**config.mk**
```make
export PLATFORM = sky130hd
export DESIGN_NAME = mem_arbiter_wb
export DESIGN_NICKNAME = d
export VERILOG_FILES = /design/src/rtl/mem_arb_pkg.sv /design/src/rtl/mem_arbiter_wb_wb_buffer.sv /design/src/rtl/mem_arbiter_wb.sv
export SDC_FILE = /design/constraint.sdc
export NUM_CORES = 2
export LEC_CHECK = 0
export ABC_CLOCK_PERIOD_IN_PS = 20200
export CAP_MARGIN = 25
export CORE_AREA = 2 2 543 545
export CTS_CLUSTER_DIAMETER = 60
export DETAILED_ROUTE_END_ITERATION = 8
export DIE_AREA = 0 0 545 547
export HOLD_SLACK_MARGIN = 0.06
export PLACE_DENSITY = 0.34
export SLEW_MARGIN = 20
export SYNTH_ARGS = -nofsm -noshare
export SYNTH_HDL_FRONTEND = slang
export SYNTH_SLANG_ARGS = --single-unit
export TNS_END_PERCENT = 50
```
**constraint.sdc**
```tcl
create_clock -name clk -period 20.2 [get_ports clk]
set_clock_uncertainty 0.1 [all_clocks]
set_input_delay 3.03 -clock clk [delete_from_list [all_inputs] [get_ports clk]]
set_output_delay 3.03 -clock clk [all_outputs]
set_load 0.01 [all_outputs]
```
**src/rtl/mem_arb_pkg.sv**
```systemverilog
// Shared types and default sizes for the icache/dcache memory arbiter with
// posted write-back buffer.
//   arb_state_e : arbiter FSM states
//   grant_e     : which cache owns the current read / response
//   wb_entry_t  : layout of one write-back buffer entry at default widths
package mem_arb_pkg;

   localparam int DEF_ADDR_W   = 32;
   localparam int DEF_LINE_W   = 256;
   localparam int DEF_OFFSET_W = 5;
   localparam int DEF_WB_DEPTH = 2;

   typedef enum logic [2:0] {
      ST_IDLE  = 3'd0,
      ST_RD_I  = 3'd1,
      ST_RD_D  = 3'd2,
      ST_DRAIN = 3'd3,
      ST_FWD   = 3'd4,
      ST_RESP  = 3'd5
   } arb_state_e;

   typedef enum logic {
      GNT_ICACHE = 1'b0,
      GNT_DCACHE = 1'b1
   } grant_e;

   typedef struct packed {
      logic [DEF_ADDR_W-1:0] addr;
      logic [DEF_LINE_W-1:0] data;
      logic                  valid;
   } wb_entry_t;

endpackage

```
**src/rtl/mem_arbiter_wb_wb_buffer.sv**
```systemverilog
// Circular posted write-back buffer.
// Ports:
//   clk, rst_n              : clock, asynchronous active-low reset
//   wr_en, wr_addr, wr_data : write a line; overwrites a buffered entry of the
//                             same line, otherwise pushes at tail (if not full)
//   pop                     : retire the head entry (ignored when empty)
//   lkp_i_tag, lkp_d_tag    : line tags looked up in parallel
//   hit_*, hit_*_idx        : lookup hit and index of the youngest matching entry
//   rd_idx, rd_data         : random read of an entry's data (forwarding)
//   head_addr, head_data    : oldest entry, used for draining
//   full, empty, count      : occupancy
module wb_buffer
   import mem_arb_pkg::*;
#(
   parameter int ADDR_W   = DEF_ADDR_W,
   parameter int LINE_W   = DEF_LINE_W,
   parameter int OFFSET_W = DEF_OFFSET_W,
   parameter int WB_DEPTH = DEF_WB_DEPTH,
   localparam int PTR_W   = $clog2(WB_DEPTH)
) (
   input  logic                     clk,
   input  logic                     rst_n,
   input  logic                     wr_en,
   input  logic [ADDR_W-1:0]        wr_addr,
   input  logic [LINE_W-1:0]        wr_data,
   input  logic                     pop,
   input  logic [ADDR_W-1:OFFSET_W] lkp_i_tag,
   input  logic [ADDR_W-1:OFFSET_W] lkp_d_tag,
   output logic                     hit_i,
   output logic [PTR_W-1:0]         hit_i_idx,
   output logic                     hit_d,
   output logic [PTR_W-1:0]         hit_d_idx,
   input  logic [PTR_W-1:0]         rd_idx,
   output logic [LINE_W-1:0]        rd_data,
   output logic [ADDR_W-1:0]        head_addr,
   output logic [LINE_W-1:0]        head_data,
   output logic                     full,
   output logic                     empty,
   output logic [PTR_W:0]           count
);

   logic [ADDR_W-1:0]   addr_q [WB_DEPTH];
   logic [LINE_W-1:0]   data_q [WB_DEPTH];
   logic [WB_DEPTH-1:0] valid_q;
   logic [PTR_W-1:0]    head_q;
   logic [PTR_W-1:0]    tail_q;
   logic [PTR_W:0]      count_q;

   logic                wr_hit;
   logic [PTR_W-1:0]    wr_idx;
   logic [PTR_W-1:0]    wr_slot;
   logic                push;
   logic                pop_ok;

   // Walk entries from oldest to youngest so the last match seen is the
   // youngest one.
   function automatic logic [PTR_W:0] youngest_hit(input logic [ADDR_W-1:OFFSET_W] tag);
      logic [PTR_W:0]   res;
      logic [PTR_W-1:0] idx;
      res = '0;
      for (int k = 0; k < WB_DEPTH; k++) begin
         idx = head_q + PTR_W'(k);
         if (valid_q[idx] && (addr_q[idx][ADDR_W-1:OFFSET_W] == tag))
            res = {1'b1, idx};
      end
      return res;
   endfunction

   always_comb begin
      {hit_i, hit_i_idx} = youngest_hit(lkp_i_tag);
      {hit_d, hit_d_idx} = youngest_hit(lkp_d_tag);
      {wr_hit, wr_idx}   = youngest_hit(wr_addr[ADDR_W-1:OFFSET_W]);
   end

   assign full      = (count_q == (PTR_W+1)'(WB_DEPTH));
   assign empty     = (count_q == '0);
   assign count     = count_q;
   assign push      = wr_en && !wr_hit && !full;
   assign pop_ok    = pop && !empty;
   assign wr_slot   = wr_hit ? wr_idx : tail_q;
   assign rd_data   = data_q[rd_idx];
   assign head_addr = addr_q[head_q];
   assign head_data = data_q[head_q];

   always_ff @(posedge clk or negedge rst_n) begin
      if (!rst_n) begin
         head_q  <= '0;
         tail_q  <= '0;
         count_q <= '0;
         valid_q <= '0;
      end else begin
         if (pop_ok) begin
            valid_q[head_q] <= 1'b0;
            head_q          <= head_q + 1'b1;
         end
         if (push) begin
            valid_q[tail_q] <= 1'b1;
            tail_q          <= tail_q + 1'b1;
         end
         if (push && !pop_ok)
            count_q <= count_q + 1'b1;
         else if (pop_ok && !push)
            count_q <= count_q - 1'b1;
      end
   end

   // Entry payload carries no reset; valid_q alone decides what is live.
   always_ff @(posedge clk) begin
      if (wr_en && (wr_hit || !full)) begin
         addr_q[wr_slot] <= wr_addr;
         data_q[wr_slot] <= wr_data;
      end
   end

endmodule

```
**src/rtl/mem_arbiter_wb.sv**
```systemverilog
// Arbiter sharing one cacheline memory adapter between the icache (reads)
// and the dcache (reads and write-backs). Reads are granted round-robin,
// write-backs are posted into wb_buffer and acknowledged immediately, and
// reads hitting a buffered line are forwarded without touching memory.
// Ports:
//   clk, rst_n                              : clock, async active-low reset
//   icache_read/address, icache_rdata/resp  : icache line read channel
//   dcache_read/write/address/wdata,
//   dcache_rdata/resp                       : dcache line read / write-back channel
//   mem_read/write/address/wdata,
//   mem_rdata/resp                          : cacheline adapter channel
module mem_arbiter_wb
   import mem_arb_pkg::*;
#(
   parameter int ADDR_W   = DEF_ADDR_W,
   parameter int LINE_W   = DEF_LINE_W,
   parameter int OFFSET_W = DEF_OFFSET_W,
   parameter int WB_DEPTH = DEF_WB_DEPTH
) (
   input  logic              clk,
   input  logic              rst_n,
   input  logic              icache_read,
   input  logic [ADDR_W-1:0] icache_address,
   output logic [LINE_W-1:0] icache_rdata,
   output logic              icache_resp,
   input  logic              dcache_read,
   input  logic              dcache_write,
   input  logic [ADDR_W-1:0] dcache_address,
   input  logic [LINE_W-1:0] dcache_wdata,
   output logic [LINE_W-1:0] dcache_rdata,
   output logic              dcache_resp,
   output logic              mem_read,
   output logic              mem_write,
   output logic [ADDR_W-1:0] mem_address,
   output logic [LINE_W-1:0] mem_wdata,
   input  logic [LINE_W-1:0] mem_rdata,
   input  logic              mem_resp
);

   localparam int PTR_W = $clog2(WB_DEPTH);

   arb_state_e       state_q, state_d;
   grant_e           last_grant_q, last_grant_d;
   grant_e           sel_q, sel_d;
   logic [PTR_W-1:0] fwd_idx_q, fwd_idx_d;
   logic [LINE_W-1:0] line_q, line_d;
   logic             line_load;

   logic             wb_wr_en;
   logic             wb_pop;
   logic             hit_i, hit_d;
   logic [PTR_W-1:0] hit_i_idx, hit_d_idx;
   logic [LINE_W-1:0] wb_rd_data;
   logic [ADDR_W-1:0] wb_head_addr;
   logic [LINE_W-1:0] wb_head_data;
   logic             wb_full, wb_empty;
   logic [PTR_W:0]   wb_count;

   logic             any_req;
   logic             i_hit, d_hit;

   wb_buffer #(
      .ADDR_W   (ADDR_W),
      .LINE_W   (LINE_W),
      .OFFSET_W (OFFSET_W),
      .WB_DEPTH (WB_DEPTH)
   ) u_wb (
      .clk       (clk),
      .rst_n     (rst_n),
      .wr_en     (wb_wr_en),
      .wr_addr   (dcache_address),
      .wr_data   (dcache_wdata),
      .pop       (wb_pop),
      .lkp_i_tag (icache_address[ADDR_W-1:OFFSET_W]),
      .lkp_d_tag (dcache_address[ADDR_W-1:OFFSET_W]),
      .hit_i     (hit_i),
      .hit_i_idx (hit_i_idx),
      .hit_d     (hit_d),
      .hit_d_idx (hit_d_idx),
      .rd_idx    (fwd_idx_q),
      .rd_data   (wb_rd_data),
      .head_addr (wb_head_addr),
      .head_data (wb_head_data),
      .full      (wb_full),
      .empty     (wb_empty),
      .count     (wb_count)
   );

   assign any_req = icache_read || dcache_read || dcache_write;
   assign i_hit   = icache_read && hit_i;
   assign d_hit   = dcache_read && hit_d;

   always_ff @(posedge clk or negedge rst_n) begin
      if (!rst_n) begin
         state_q      <= ST_IDLE;
         last_grant_q <= GNT_DCACHE;
         sel_q        <= GNT_ICACHE;
         fwd_idx_q    <= '0;
      end else begin
         state_q      <= state_d;
         last_grant_q <= last_grant_d;
         sel_q        <= sel_d;
         fwd_idx_q    <= fwd_idx_d;
      end
   end

   // Response line is only observed in RESP, after being loaded.
   always_ff @(posedge clk) begin
      if (line_load)
         line_q <= line_d;
   end

   always_comb begin
      state_d      = state_q;
      last_grant_d = last_grant_q;
      sel_d        = sel_q;
      fwd_idx_d    = fwd_idx_q;
      line_load    = 1'b0;
      line_d       = '0;
      wb_wr_en     = 1'b0;
      wb_pop       = 1'b0;
      icache_rdata = '0;
      icache_resp  = 1'b0;
      dcache_rdata = '0;
      dcache_resp  = 1'b0;
      mem_read     = 1'b0;
      mem_write    = 1'b0;
      mem_address  = '0;
      mem_wdata    = '0;

      case (state_q)
         ST_IDLE: begin
            if (wb_full && any_req) begin
               // Free a slot first so a pending write can always be posted.
               state_d = ST_DRAIN;
            end else if (i_hit || d_hit) begin
               // Forwarding comes before any memory read so a stale line is
               // never fetched while a newer copy sits in the buffer.
               if (i_hit && (!d_hit || last_grant_q == GNT_DCACHE)) begin
                  sel_d     = GNT_ICACHE;
                  fwd_idx_d = hit_i_idx;
               end else begin
                  sel_d     = GNT_DCACHE;
                  fwd_idx_d = hit_d_idx;
               end
               last_grant_d = sel_d;
               state_d      = ST_FWD;
            end else if (icache_read || dcache_read) begin
               if (icache_read && (!dcache_read || last_grant_q == GNT_DCACHE)) begin
                  last_grant_d = GNT_ICACHE;
                  state_d      = ST_RD_I;
               end else begin
                  last_grant_d = GNT_DCACHE;
                  state_d      = ST_RD_D;
               end
            end else if (dcache_write) begin
               wb_wr_en  = 1'b1;
               sel_d     = GNT_DCACHE;
               line_load = 1'b1;
               state_d   = ST_RESP;
            end else if (!wb_empty) begin
               state_d = ST_DRAIN;
            end
         end
         ST_RD_I: begin
            mem_read    = 1'b1;
            mem_address = icache_address;
            icache_resp = mem_resp;
            if (mem_resp) begin
               icache_rdata = mem_rdata;
               state_d      = ST_IDLE;
            end
         end
         ST_RD_D: begin
            mem_read    = 1'b1;
            mem_address = dcache_address;
            dcache_resp = mem_resp;
            if (mem_resp) begin
               dcache_rdata = mem_rdata;
               state_d      = ST_IDLE;
            end
         end
         ST_DRAIN: begin
            mem_write   = 1'b1;
            mem_address = wb_head_addr;
            mem_wdata   = wb_head_data;
            if (mem_resp) begin
               wb_pop  = 1'b1;
               state_d = ST_IDLE;
            end
         end
         ST_FWD: begin
            if (sel_q == GNT_ICACHE)
               icache_rdata = wb_rd_data;
            else
               dcache_rdata = wb_rd_data;
            line_load = 1'b1;
            line_d    = wb_rd_data;
            state_d   = ST_RESP;
         end
         ST_RESP: begin
            if (sel_q == GNT_ICACHE) begin
               icache_resp  = 1'b1;
               icache_rdata = line_q;
            end else begin
               dcache_resp  = 1'b1;
               dcache_rdata = line_q;
            end
            state_d = ST_IDLE;
         end
         default: state_d = ST_IDLE;
      endcase
   end

   // The dcache must never raise read and write-back together; if it does,
   // the read is served first.
   a_dcache_rd_wr_excl: assert property (@(posedge clk) disable iff (!rst_n)
      !(dcache_read && dcache_write));

   a_wb_count_bound: assert property (@(posedge clk) disable iff (!rst_n)
      wb_count <= (PTR_W+1)'(WB_DEPTH));

endmodule

```
==> flow_metrics.tcl <==
set metrics [dict create \
    wl_um 294000 \
    ys_types 56 \
    tns_ns 0 \
    fill_cells 31600 \
    regToRegSetupSlack_ns 13.01 \
    drive_above_1_share_pct 5.69 \
    drc 0 \
    p_per_area_nw_per_um2 111 \
    synth_cells 3906 \
    seq_area_um2 25300 \
    ir_drop_uv 84.9 \
    crit_type "in -> out" \
    grt-ovfl-total 0 \
    ys.warnings.count 0 \
    multiInputGateArea_um2 16200 \
    cts_tree "built" \
    start_util_pct 14.5 \
    p_leak_nw 20.8 \
    critPathMaxFanout 59 \
    hp-class "reg -> reg" \
    cp-end-kind "output pin" \
    rsz0062_at_grt "false" \
    final-setup-viol-count 0 \
    path_cells "clkdlybuf4s50_1, nand2_1, nor3_2, buf_4, buf_4, buf_4, nand2_1, o21ai_0, clkdlybuf4s50_1" \
    crit_buf_inv 5 \
    relSlewSlack_pct 23.7 \
    maxCapViolCount 0 \
    vias 38000 \
    ys_seq_area_share_pct 59.5 \
    rows 199 \
    post_cts_resized 0 \
    ioPinCount 1386 \
    io_buffers 1385 \
    ys_async_sr_fraction_pct 1.42 \
    cts_buffer_depth 4 \
    clock_latency_ns 0.79 \
    dieArea_um2 298000 \
    syn_area_per_cell_um2 10.9 \
    cpMostUsedCell "buf_4" \
    viasPerCell 4.10 \
    slowest_stage "buf_4" \
    hold_buffers 0 \
    setup.worst_path.start_class "input pin" \
    nets 5807 \
    clk_pin_slew_ns 0.06 \
    critPathTopFamily "buffers and inverters" \
    drt_iter0_markers 2772 \
    numCtsBuffers 145 \
    layout_setup_ws_ns 10.15 \
    cts_setup_buffers 0 \
    dpl.hpwl_um 227000 \
    die_h_um 547 \
    power_mw 7.28 \
    syn_area_um2 42500 \
    final_common_cell "clkdlybuf4s50_1" \
    slew_violations 0 \
    tightest_slew_ns 1.14 \
    worstPathArrival_ns 6.92 \
    place_congestion 0.897 \
    synth-seq-cells 844 \
    dp_slack_ns 10.19 \
    fmax_ghz 0.0995 \
    antenna_found_initial 156 \
    finalCriticalPeriod_ns 10.05 \
    synth_edf_count 832 \
    groute.usage.overall_pct 18.9 \
    antenna_left 0 \
    critPathMaxStageDelay_ns 0.75 \
    required_ns 17.07 \
    grt_pass1_vias 38100 \
    clkSinkCount 844 \
    first_pass_iters 8 \
    outcome "finished, final reports clean" \
    syn2layout_area_growth_pct 54.0 \
    grt_pass1_wl_um 379000 \
    synth_flop_cell "edfxtp_1" \
    core_area_um2 293000 \
    timing.final.crit_share_pct 49.8 \
    grt_start_max_net_pins 140 \
    htreeDepth 4 \
    root_buffer "clkbuf_16" \
    layout_common_cells "clkdlybuf4s50_1 (1385), edfxtp_1 (832), nor2_1 (590)" \
    die_x_um 545 \
    syn_nets 4489 \
    hold_viol 0 \
    wire_per_inst_um 31.7 \
]
[stage by stage]
step,utilization (%),std cells,cell area (µm²),hold WS (ns)
CTS,22.4,9239,65400,0.408
detailed placement,20.8,8995,60900,0.401
global placement,20.8,8991,60800,0.384
floorplan,-,3906,42500,0.356
global route,22.4,9252,65400,0.423
finish,22.4,9279,65500,0.396
[routing by layer]
| layer | track usage, % | up-vias | routed length, µm |
|---|---|---|---|
| met2 | 31.4 | 1510 | 138000 |
| met5 | 0 | - | 716 |
| li1 | - | 16800 | - |
| met4 | 4.51 | 110 | 7470 |
| met3 | 7.14 | 445 | 28300 |
| met1 | 23.0 | 19100 | 120000 |
[power breakdown]
part	switching, mW	total (mW)	internal [mW]
combinational	1.73	2.79	1.05
sequential	0.0595	2.09	2.03
clock	0.938	2.40	1.46
total	2.73	7.28	4.54
[flip-flops by register name, indices dropped and copies added, names as in the netlist, 2 cells and up]
name          count
line_q          256
state_q           3
u_wb.addr_q      64
u_wb.count        2
u_wb.data_q     512
u_wb.valid_q      2
[synth_stat cells, drive strengths merged, types with 2 or more instances]
master / instances / area share [%]
a21o: 2 / 0.035
a21oi: 291 / 3.4
a221o: 2 / 0.047
a22oi: 32 / 0.56
a32oi: 5 / 0.10
and2: 2 / 0.029
and3: 3 / 0.044
and4: 2 / 0.041
buf: 64 / 0.66
clkbuf: 221 / 2.0
dfrtp: 11 / 0.65
edfxtp: 832 / 59
inv: 4 / 0.035
mux2i: 573 / 14
nand2: 521 / 4.6
nand2b: 4 / 0.059
nand3: 8 / 0.094
nand4: 10 / 0.15
nor2: 590 / 5.2
nor2b: 6 / 0.088
nor3: 11 / 0.13
nor4: 41 / 0.62
o21a: 3 / 0.053
o21ai: 521 / 6.1
o22ai: 2 / 0.044
or2: 3 / 0.044
or3: 2 / 0.029
or4: 5 / 0.088
xnor2: 114 / 2.3
xor2: 3 / 0.062
[worst reg2reg max path, delay by kind of cell, from the launching register on]
| family | cells | cell delay (ns) |
|---|---|---|
| compound gates | 2 | 0.86 |
| simple gates | 3 | 1.19 |
| buf+inv | 4 | 3.11 |
| xor+xnor | 1 | 0.19 |
| mux | 1 | 0.45 |
| flops | 1 | 0.86 |
[logic make-up (layout without fill, tap and decap cells)]
kind of cell / Yosys count / after routing / synth area share (%)
AOI/OAI and AO/OA: 870 / 870 / 10.6
xor gates and xnor gates: 117 / 117 / 2.41
adders and majority gates: 1 / 1 / 0.0294
buffers and inverters: 289 / 1704 / 2.65
DFF: 844 / 844 / 59.5
muxes: 574 / 574 / 13.5
other: 0 / 39 / 0
and+or+nand+nor: 1211 / 1211 / 11.3
[worst paths after layout]
path                                            from                             to  cells past startpoint
setup / recovery                            mem_resp              dcache_rdata[130]                      9
hold / removal             u_wb.count[1]$_DFFE_PN0P_      u_wb.count[1]$_DFFE_PN0P_                      1
setup reg to reg             u_wb.head_q$_DFFE_PN0P_  u_wb.data_q[0][140]$_DFFE_PP_                     11
hold reg to reg            u_wb.count[1]$_DFFE_PN0P_      u_wb.count[1]$_DFFE_PN0P_                      1
max in group asynchronous                      rst_n        u_wb.head_q$_DFFE_PN0P_                      1
min in group asynchronous                      rst_n         state_q[1]$_DFFE_PN0P_                      1
[area by class of cell]
cell class	count	area share (%)
diodes	39	0.149
clock buffers	168	5.74
clock inverters	76	1.12
inverters	4	0.0229
multi-input cells	2773	24.7
flip-flops and latches	844	38.6
well taps	3919	7.49
repair buffers	1456	22.2
(Power assumes the default switching activity.)
